<file path="src/rtl/fb_line_arbiter_if.sv">
// Draw-request, framebuffer and linebuffer signals of the line arbiter.
// master: the arbiter side. slave: the surrounding system (drawer, memory, linebuffer).
`timescale 1ns/1ps
interface fb_line_arbiter_if #(
  parameter int unsigned ADDRW = 19,
  parameter int unsigned DATAW = 8,
  parameter int unsigned LBAW  = 10
);
  logic             drw_valid;
  logic             drw_ready;
  logic [ADDRW-1:0] drw_addr;
  logic [DATAW-1:0] drw_data;
  logic [ADDRW-1:0] mem_addr;
  logic             mem_we;
  logic [DATAW-1:0] mem_wdata;
  logic [DATAW-1:0] mem_rdata;
  logic             lb_we;
  logic [LBAW-1:0]  lb_addr;
  logic [DATAW-1:0] lb_data;

  modport master (
    input  drw_valid, drw_addr, drw_data, mem_rdata,
    output drw_ready, mem_addr, mem_we, mem_wdata, lb_we, lb_addr, lb_data
  );

  modport slave (
    output drw_valid, drw_addr, drw_data, mem_rdata,
    input  drw_ready, mem_addr, mem_we, mem_wdata, lb_we, lb_addr, lb_data
  );
endinterface

</file>
<file path="src/rtl/fb_line_arbiter.sv">
// Framebuffer port arbiter: copies the next display line into the linebuffer
// with absolute priority, and lets drawing writes through only while idle.
`timescale 1ns/1ps
module fb_line_arbiter #(
  parameter int unsigned CORDW = 16,
  parameter int unsigned H_RES = 640,
  parameter int unsigned V_RES = 480,
  parameter int unsigned ADDRW = 19,
  parameter int unsigned DATAW = 8,
  parameter int unsigned LBAW  = 10
) (
  input  logic                    clk_pix,
  input  logic                    rst_pix_n,
  input  logic                    line,
  input  logic                    frame,
  input  logic signed [CORDW-1:0] sy,
  output logic                    fetch_busy,
  output logic                    overrun,
  fb_line_arbiter_if.master       bus
);

  localparam int unsigned XW = (H_RES > 1) ? $clog2(H_RES) : 1;
  localparam logic [XW-1:0] X_LAST = XW'(H_RES - 1);
  localparam logic signed [CORDW-1:0] ROW_MAX = CORDW'(V_RES - 1);

  typedef enum logic [1:0] {IDLE, FETCH, DRAIN} state_t;

  state_t           state_q, state_d;
  logic [XW-1:0]    fetch_x_q, fetch_x_d;
  logic [ADDRW-1:0] base_q, base_d;
  logic             lb_we_q, lb_we_d;
  logic [LBAW-1:0]  lb_addr_q, lb_addr_d;
  logic             overrun_q, overrun_d;

  logic signed [CORDW-1:0] row_c;
  logic                    row_ok_c;
  logic                    fetch_start_c;
  logic                    drw_ready_c;
  logic                    mem_we_c;
  logic [ADDRW-1:0]        mem_addr_c;
  logic [DATAW-1:0]        mem_wdata_c;

  // Target row is the line after the current one; sy=-1 prefetches row 0.
  always_comb begin
    row_c         = sy + CORDW'(1);
    row_ok_c      = !row_c[CORDW-1] && (row_c <= ROW_MAX);
    fetch_start_c = (state_q == IDLE) && line && row_ok_c;
  end

  // Next-state, fetch sequencing, memory port mux and overrun tracking.
  always_comb begin
    state_d     = state_q;
    fetch_x_d   = fetch_x_q;
    base_d      = base_q;
    lb_we_d     = 1'b0;
    lb_addr_d   = lb_addr_q;
    overrun_d   = overrun_q;
    drw_ready_c = 1'b0;
    mem_we_c    = 1'b0;
    mem_addr_c  = '0;
    mem_wdata_c = '0;

    case (state_q)
      IDLE: begin
        if (fetch_start_c) begin
          state_d   = FETCH;
          fetch_x_d = '0;
          base_d    = ADDRW'(row_c) * ADDRW'(H_RES);
        end else begin
          // Draw port only opens once reset has been released.
          drw_ready_c = rst_pix_n;
          if (bus.drw_valid && rst_pix_n) begin
            mem_we_c    = 1'b1;
            mem_addr_c  = bus.drw_addr;
            mem_wdata_c = bus.drw_data;
          end
        end
      end
      FETCH: begin
        mem_addr_c = base_q + ADDRW'(fetch_x_q);
        lb_we_d    = 1'b1;
        lb_addr_d  = LBAW'(fetch_x_q);
        if (fetch_x_q == X_LAST) begin
          state_d = DRAIN;
        end else begin
          fetch_x_d = fetch_x_q + XW'(1);
        end
      end
      DRAIN: begin
        state_d = IDLE;
      end
      default: begin
        state_d = IDLE;
      end
    endcase

    // A line strobe while busy sets the flag even if frame clears it in the same cycle.
    if (frame) begin
      overrun_d = 1'b0;
    end
    if (line && (state_q != IDLE)) begin
      overrun_d = 1'b1;
    end
  end

  // State and pipeline registers with synchronous active-low reset.
  always_ff @(posedge clk_pix) begin
    if (!rst_pix_n) begin
      state_q   <= IDLE;
      fetch_x_q <= '0;
      base_q    <= '0;
      lb_we_q   <= 1'b0;
      lb_addr_q <= '0;
      overrun_q <= 1'b0;
    end else begin
      state_q   <= state_d;
      fetch_x_q <= fetch_x_d;
      base_q    <= base_d;
      lb_we_q   <= lb_we_d;
      lb_addr_q <= lb_addr_d;
      overrun_q <= overrun_d;
    end
  end

  // Read data arrives one cycle after its address, aligned with the registered lb_we.
  always_comb begin
    bus.lb_data = lb_we_q ? bus.mem_rdata : '0;
  end

  assign bus.lb_we     = lb_we_q;
  assign bus.lb_addr   = lb_addr_q;
  assign bus.drw_ready = drw_ready_c;
  assign bus.mem_we    = mem_we_c;
  assign bus.mem_addr  = mem_addr_c;
  assign bus.mem_wdata = mem_wdata_c;
  assign fetch_busy    = (state_q != IDLE);
  assign overrun       = overrun_q;

endmodule

</file>
<file path="src/flat_wrapper.sv">
// flat-port wrapper written by rule: the top's interface ports become plain ports
module fb_line_arbiter_flat 
#(
  parameter int unsigned CORDW = 16,
  parameter int unsigned H_RES = 640,
  parameter int unsigned V_RES = 480,
  parameter int unsigned ADDRW = 19,
  parameter int unsigned DATAW = 8,
  parameter int unsigned LBAW  = 10
)
  (clk_pix, rst_pix_n, line, frame, sy, fetch_busy, overrun, bus_drw_valid, bus_drw_addr, bus_drw_data, bus_mem_rdata, bus_drw_ready, bus_mem_addr, bus_mem_we, bus_mem_wdata, bus_lb_we, bus_lb_addr, bus_lb_data);
  fb_line_arbiter_if #(.ADDRW(ADDRW), .DATAW(DATAW), .LBAW(LBAW)) bus_i ();
  input  logic clk_pix;
  input  logic rst_pix_n;
  input  logic line;
  input  logic frame;
  input  logic signed [CORDW-1:0] sy;
  output logic fetch_busy;
  output logic overrun;
  input wire logic [$bits(bus_i.drw_valid)-1:0] bus_drw_valid;
  input wire logic [$bits(bus_i.drw_addr)-1:0] bus_drw_addr;
  input wire logic [$bits(bus_i.drw_data)-1:0] bus_drw_data;
  input wire logic [$bits(bus_i.mem_rdata)-1:0] bus_mem_rdata;
  output wire logic [$bits(bus_i.drw_ready)-1:0] bus_drw_ready;
  output wire logic [$bits(bus_i.mem_addr)-1:0] bus_mem_addr;
  output wire logic [$bits(bus_i.mem_we)-1:0] bus_mem_we;
  output wire logic [$bits(bus_i.mem_wdata)-1:0] bus_mem_wdata;
  output wire logic [$bits(bus_i.lb_we)-1:0] bus_lb_we;
  output wire logic [$bits(bus_i.lb_addr)-1:0] bus_lb_addr;
  output wire logic [$bits(bus_i.lb_data)-1:0] bus_lb_data;
  assign bus_i.drw_valid = bus_drw_valid;
  assign bus_i.drw_addr = bus_drw_addr;
  assign bus_i.drw_data = bus_drw_data;
  assign bus_i.mem_rdata = bus_mem_rdata;
  assign bus_drw_ready = bus_i.drw_ready;
  assign bus_mem_addr = bus_i.mem_addr;
  assign bus_mem_we = bus_i.mem_we;
  assign bus_mem_wdata = bus_i.mem_wdata;
  assign bus_lb_we = bus_i.lb_we;
  assign bus_lb_addr = bus_i.lb_addr;
  assign bus_lb_data = bus_i.lb_data;
  fb_line_arbiter #(.CORDW(CORDW), .H_RES(H_RES), .V_RES(V_RES), .ADDRW(ADDRW), .DATAW(DATAW), .LBAW(LBAW)) u_core (.clk_pix(clk_pix), .rst_pix_n(rst_pix_n), .line(line), .frame(frame), .sy(sy), .fetch_busy(fetch_busy), .overrun(overrun), .bus(bus_i));
endmodule
</file>
<file path="config.mk">
export PLATFORM = sky130hd
export DESIGN_NAME = fb_line_arbiter_flat
export DESIGN_NICKNAME = d
export VERILOG_FILES = /design/src/rtl/fb_line_arbiter_if.sv /design/src/rtl/fb_line_arbiter.sv /design/src/flat_wrapper.sv
export SDC_FILE = /design/constraint.sdc
export NUM_CORES = 1
export LEC_CHECK = 0
export CAP_MARGIN = 25
export CORE_MARGIN = 2
export CORE_UTILIZATION = 35
export CTS_CLUSTER_DIAMETER = 40
export DETAILED_ROUTE_END_ITERATION = 8
export DONT_BUFFER_PORTS = 1
export GPL_TIMING_DRIVEN = 0
export PLACE_DENSITY_LB_ADDON = 0.2
export REMOVE_ABC_BUFFERS = 1
export SETUP_SLACK_MARGIN = 0.5
export SYNTH_ARGS = -nofsm -noshare
export SYNTH_HDL_FRONTEND = slang
export SYNTH_SLANG_ARGS = --single-unit
</file>
<file path="constraint.sdc">
create_clock -name clk_pix -period 3.16 [get_ports clk_pix]
set_input_delay 0.474 -clock clk_pix [delete_from_list [all_inputs] [get_ports clk_pix]]
set_output_delay 0.474 -clock clk_pix [all_outputs]
set_load 0.02 [all_outputs]
</file>
* Word-level counts from Yosys, hierarchy flattened *
Cells that the tools add are included.

storage, ports and cells
  output and inout bits = 50
  register bits = 36

cells by class
  mux-type cells = 21
  add/sub/neg operators = 3
  multiply operators = 1
  order comparisons = 1
  reduce and logical (&&, ||, !) cells = 13
  eq/ne operators = 5

operator list
  kind                                                                     count
  19-bit two-way mux                                                       2
  19-bit case mux with 2 select lines                                      1
  8-bit two-way mux                                                        4
  10-bit two-way mux                                                       2
  10-bit case mux with 2 select lines                                      1
  19-bit by 10-bit adder with 19-bit output                                1
  19-bit by 3-bit multiplier with 12-bit output, second input constant     1
  16-bit by 2-bit adder with 16-bit output, second input constant          1
  16-bit by 10-bit <= comparator with 1-bit output, second input constant  1
  10-bit by 1-bit adder with 10-bit output, second input constant          1
  10-bit equality test, second input constant                              1
  1-bit two-way mux                                                        8
  2-bit nonzero test                                                       3
  1-bit logical AND                                                        5
  2-bit two-way mux                                                        2
  2-bit by 1-bit != test with 1-bit output, second input constant          2
  2-bit case mux with 2 select lines                                       1
  2-bit AND reduction                                                      2
  3-bit AND reduction                                                      1
  2-bit by 1-bit equality test with 1-bit output, second input constant    1
  2-bit logical NOT                                                        1
  2-bit != test, second input constant                                     1
  1-bit logical NOT                                                        1

* Depth between registers and ports, before layout *
Gate-level depths: netlist (run 1).

  depth after elaboration = 6
  gate-level depth with buffers = 12
  depth with buffers taken out = 12

* Least setup slack after synthesis (run 1) *
No wires, ideal clock.

  path kind = in2reg
  start = input port sy[0]
  end = register u_core.base_q[17]
  path buffers = 0
  required time = 3.090 ns
  slack = 0.268 ns
  stages on the path = 11
  library setup time = 0.070 ns
  arrival time = 2.821 ns
  cell sequence = ha_1 > and4_1 > nand2_1 > xnor2_1 > ha_1 > ha_1 > o21a_1 > a2111oi_0 > o31a_1 > o211ai_1 > a21oi_1

on the way
  cells in the longest elaborated chain, start to end = 5

RTL lines
  what                                                                                   RTL line                RTL
  start: declaration                                                                     flat_wrapper.sv:17      input logic signed [CORDW-1:0] sy;
  16-bit by 2-bit adder with 16-bit output (*)                                           fb_line_arbiter.sv:45   row_c = sy + CORDW'(1);
  branches (longest 4 deep; another with 19-bit by 3-bit multiplier with 12-bit output)  n/a
  end signal: assignment                                                                 fb_line_arbiter.sv:118  base_q <= base_d;
  end: declaration                                                                       fb_line_arbiter.sv:30   logic [ADDRW-1:0] base_q, base_d;

Every way passes the cells marked *.
A chain may end at the register's enable or synchronous reset.

* Worst setup path after layout (run 1) *
  start = input port sy[9]
  end = output port bus_mem_addr[16]

on the way
  cells in the longest elaborated chain, start to end = 6

RTL lines
  what                                                                                   RTL line               RTL
  16-bit by 2-bit adder with 16-bit output (*)                                           fb_line_arbiter.sv:45
  16-bit by 10-bit <= comparator with 1-bit output or 1-bit logical NOT (tied branches)  fb_line_arbiter.sv:46  row_ok_c = !row_c[CORDW-1] && (row_c <= ROW_MAX);
  1-bit logical AND (*)                                                                  fb_line_arbiter.sv:46
  1-bit logical AND (*)                                                                  fb_line_arbiter.sv:47  fetch_start_c = (state_q == IDLE) && line && row_ok_c;
  19-bit two-way mux (*)                                                                 fb_line_arbiter.sv:65  if (fetch_start_c) begin
  19-bit case mux with 2 select lines (*)                                                fb_line_arbiter.sv:63  case (state_q)
  end: declaration                                                                       flat_wrapper.sv:25     output wire logic [$bits(bus_i.mem_addr)-1:0] bus_mem_addr;

Mark *: on every way between the ends. The rest lies on a longest branch, timed or not.

==> impl_results.md, run 1 <==
- Vias per std cell: 5.61
- Post-Syn Area: 2840 um^2
- GR Util met3: 4.17%
- Xor and xnor fraction of the mapped netlist area: 9.88%
- Clock latency reported for the late side of the worst-skew pair: 0.29 ns
- Final net count: 438
- Netlist cell types: 57
- Library cell with the largest summed area after synthesis: sky130_fd_sc_hd__dfxtp_1
- Worst hold path startpoint: sy[0]
- Number of H-tree branching levels: 2
- Number of antenna-violating nets in the routed design: 0
- Die extent in x: 94.0 um
- Final cell count without fillers: 459
- Violation count after the first detailed-routing iteration: 105
- Worst setup path class: in -> out
- Async set-reset flop share out of synthesis: 0%
- Register-to-register setup slack: 1.10 ns
- Synthesized area per cell: 8.13 um^2
- Via count of the first global-routing pass: 2508
- Critical Path, Cell by Cell: and4_1 -> and2_1 -> a211o_1 -> a221oi_4 -> a211oi_4 -> buf_6 -> buf_12 -> a22o_4
- Commonest non-fill, non-tap cell in the layout: sky130_fd_sc_hd__nand2_1
- HPWL after detailed placement: 5370 um
- Wire length of the first global-routing pass: 12000 um
- Crit. Startpoint: sy[9]
- Worst Path Arrival: 2.22 ns
- Overall power after layout: 0.00106 W
- Endpoints failing hold: 0
- Max-cap violations: 0
- Area of the core: 7810 um^2
- Diode count: 0
- Input/output buffers: 0
- Maximum number of pins on one net before global-route repair: 28
- CP max FO: 8
- Hold worst-path end: u_core.base_q[7]
- Fraction of the mapped netlist area in compound gates: 24.0%
- Fraction of the cycle the final worst path needs: 85.3%
- Fin Clk Skew: 0.00761 ns
- Placed instance count: 439
- Setup WS post-layout: 0.463 ns
- Startpoint kind of the worst setup timing path: input pin
- Relative slew slack: 48.1%
- Hold path depth: 1
- Main combinational cell family by area after synthesis: simple AND/OR/NAND/NOR gates
- Setup violations, final: 0
- Number of search-and-repair iterations in the first detailed-routing pass: 4
- Critical register-to-register path endpoint: u_core.fetch_x_q[9]
- Slowest cell on the critical path: sky130_fd_sc_hd__a221oi_4
- Share of Yosys cell area claimed by the top area cell type: 25.4%
- Global placement routability congestion: 0.882
- Outcome: finished, final reports clean
- Pin slew with the least headroom to its limit: 0.778 ns
- Clk sink count: 36
- Average routed wire per standard cell: 16.3 um
- Post-synthesis share of cell area spent on full adders, half adders and majority gates: 11.6%
- Gate count of the mapped netlist: 349
- DRC violations left: 0
- Clock slew seen by the registers of the worst setup and hold paths: 0.07 ns
- Total global routing overflow: 0
- Fraction of met2 tracks used by global routing: 29.1%
- Pwr per Cell Area: 299 nW/um^2
- Fin crit period: 2.70 ns
- Synthesized-area fraction occupied by and/or/nand/nor cells: 25.0%
- Number of antenna violations at the first check in global routing: 0
- Most used routing layer in global routing: met2
- Type of destination of the critical path: primary output
- Synthesis-to-layout area growth: 25.1%
- Die area: 8840 um^2
- Post-place instance area: 2940 um^2
- Overall die height: 94.0 um
- RSZ-0062 raised after global routing: yes
- All-layer global routing usage: 16.9%
- Mux share of post-synthesis cell area: 0.706%
- EDFF count, synth: 0
- Met1 GRT Util: 21.7%
- Static leakage: 1.39 nW
- Commonest cells after routing, fill and taps aside: sky130_fd_sc_hd__nand2_1 (44), sky130_fd_sc_hd__dfxtp_1 (35), sky130_fd_sc_hd__a21oi_1 (29)
- Top achievable clock speed: 0.371 GHz
- Post-synthesis sequential element count: 36
- Number of vias after detailed routing: 2573
- Number of standard-cell rows in the floorplan: 32
- Number of top-level design ports: 106
- Starting density of the core: 36.3%
- Post-synthesis sequential area ratio: 25.4%
- Worst-case clock buffer depth: 2
- Layout cell share with drive strength beyond 1: 22.1%
- Final max-slew violation count: 0
- TritonCTS buffer count: 5
- Maximum resistive drop on vdd: 0.000172 V
- Worst hold path class: in -> reg
- Delay of the slowest critical-path stage: 0.35 ns
- Post-placement setup slack: -0.191 ns
- R2R cell count: 7
- Ys flop type: sky130_fd_sc_hd__dfxtp_1
- Total Wirelength: 7490 um
- Most area-consuming cells after synthesis: sky130_fd_sc_hd__dfxtp_1 (25%), sky130_fd_sc_hd__ha_1 (10%), sky130_fd_sc_hd__nand2_1 (6.0%)
- Clock Tree Root: sky130_fd_sc_hd__clkbuf_8
- CTS tree: done
- Synthesis warning total: 0
- Final design area excluding fillers: 3550 um^2
- Required time of the critical path: 2.69 ns
- Utilization after layout: 45.4%
- Startpoint of the most critical register-to-register path: u_core.state_q[0]
[cell usage after synthesis, types with 3 or more instances]
cell                        n
sky130_fd_sc_hd__nand2_1   45
sky130_fd_sc_hd__dfxtp_1   36
sky130_fd_sc_hd__a21oi_1   30
sky130_fd_sc_hd__ha_1      23
sky130_fd_sc_hd__nor2_1    22
sky130_fd_sc_hd__and2_1    18
sky130_fd_sc_hd__a22o_1    17
sky130_fd_sc_hd__o21ai_0   17
sky130_fd_sc_hd__xor2_1    17
sky130_fd_sc_hd__xnor2_1   15
sky130_fd_sc_hd__nand3_1   14
sky130_fd_sc_hd__clkbuf_1   8
sky130_fd_sc_hd__nand4_1    8
sky130_fd_sc_hd__or3_1      7
sky130_fd_sc_hd__inv_1      6
sky130_fd_sc_hd__and3_1     4
sky130_fd_sc_hd__and4_1     4
sky130_fd_sc_hd__a311oi_1   3
sky130_fd_sc_hd__nor2b_1    3
sky130_fd_sc_hd__nor3_1     3
[layer usage]
metal	vias to the layer above	share of wire (%)
met2	83	48
li1	1294	-
met3	6	5.7
met1	1190	46
met5	-	0
met4	0	0.64
[worst max path at each step]
| stage | end | slack [ns] | cells past startpoint |
|---|---|---|---|
| 5_1_grt | bus_mem_addr[16] | 0.40 | 9 |
| 3_5_place_dp | bus_mem_addr[16] | -0.19 | 8 |
| 2_1_floorplan | bus_mem_addr[10] | -0.08 | 7 |
| 3_3_place_gp | bus_mem_addr[16] | -0.51 | 7 |
| 6_report | bus_mem_addr[16] | 0.46 | 8 |
| 4_1_cts | bus_mem_addr[16] | 0.42 | 8 |
[per-stage QoR]
stage	TNS [ns]	hold WS [ns]
after global routing	0	0.271
after floorplan	-1.72	0.458
final	0	0.285
after global placement	-13.40	0.480
after detailed placement	-3.51	0.486
after CTS	0	0.277
[what timing repair did]
| action | 4_1_cts | 5_1_grt |
|---|---|---|
| resized for setup | 67 | 12 |
| endpoints found under the setup margin | 31 | 30 |
| hold buffers | 0 | 0 |
| cloned | 2 | 1 |
| pin swaps | 25 | 15 |
| setup buffers | 8 | 2 |
[power by group]
part / switching, W / total [W] / internal [W]
Sequential: 0.00000122 / 0.000456 / 0.000455
Clock: 0.000156 / 0.000306 / 0.000150
Combinational: 0.000162 / 0.000297 / 0.000135
Total: 0.000319 / 0.00106 / 0.000740
[sequential cells by signal (all words and copies together), names as in the netlist]
signal	count
u_core.base_q	12
u_core.bus.lb_addr	10
u_core.fetch_x_q	10
u_core.overrun	1
u_core.state_q	2
u_core.bus.lb_we	1
[layout make-up]
class	count	area, um^2
sequential	36	722
tap	102	128
timing repair buffer	15	210
multi-input combinational	292	2380
clock inverter	1	5.00
fill	776	4260
inverter	7	30.0
clock buffer	6	72.6
[worst max-delay path: cells and delay by family]
family	cells	cell delay (ns)
compound gates	4	1.06
simple gates	2	0.37
buf+inv	2	0.31
[cell families (layout without fill, tap and decap cells)]
family | count (synthesis) | after routing
AO/OA/AOI/OAI | 95 | 95
XOR/XNOR | 32 | 32
adder cells (fa/ha/maj) | 25 | 25
buffers and inverters | 21 | 29
flip-flops | 36 | 36
multiplexers | 2 | 2
AND/OR/NAND/NOR | 138 | 138
Power figures use the tool's default switching activity.
==> inputs of run 2 (changes only) <==
Settings changed: GPL_ROUTABILITY_DRIVEN from default to 0.
==> results of run 2 <==
Same layout as run 1: the final DEF is identical, and so are final timing and power.
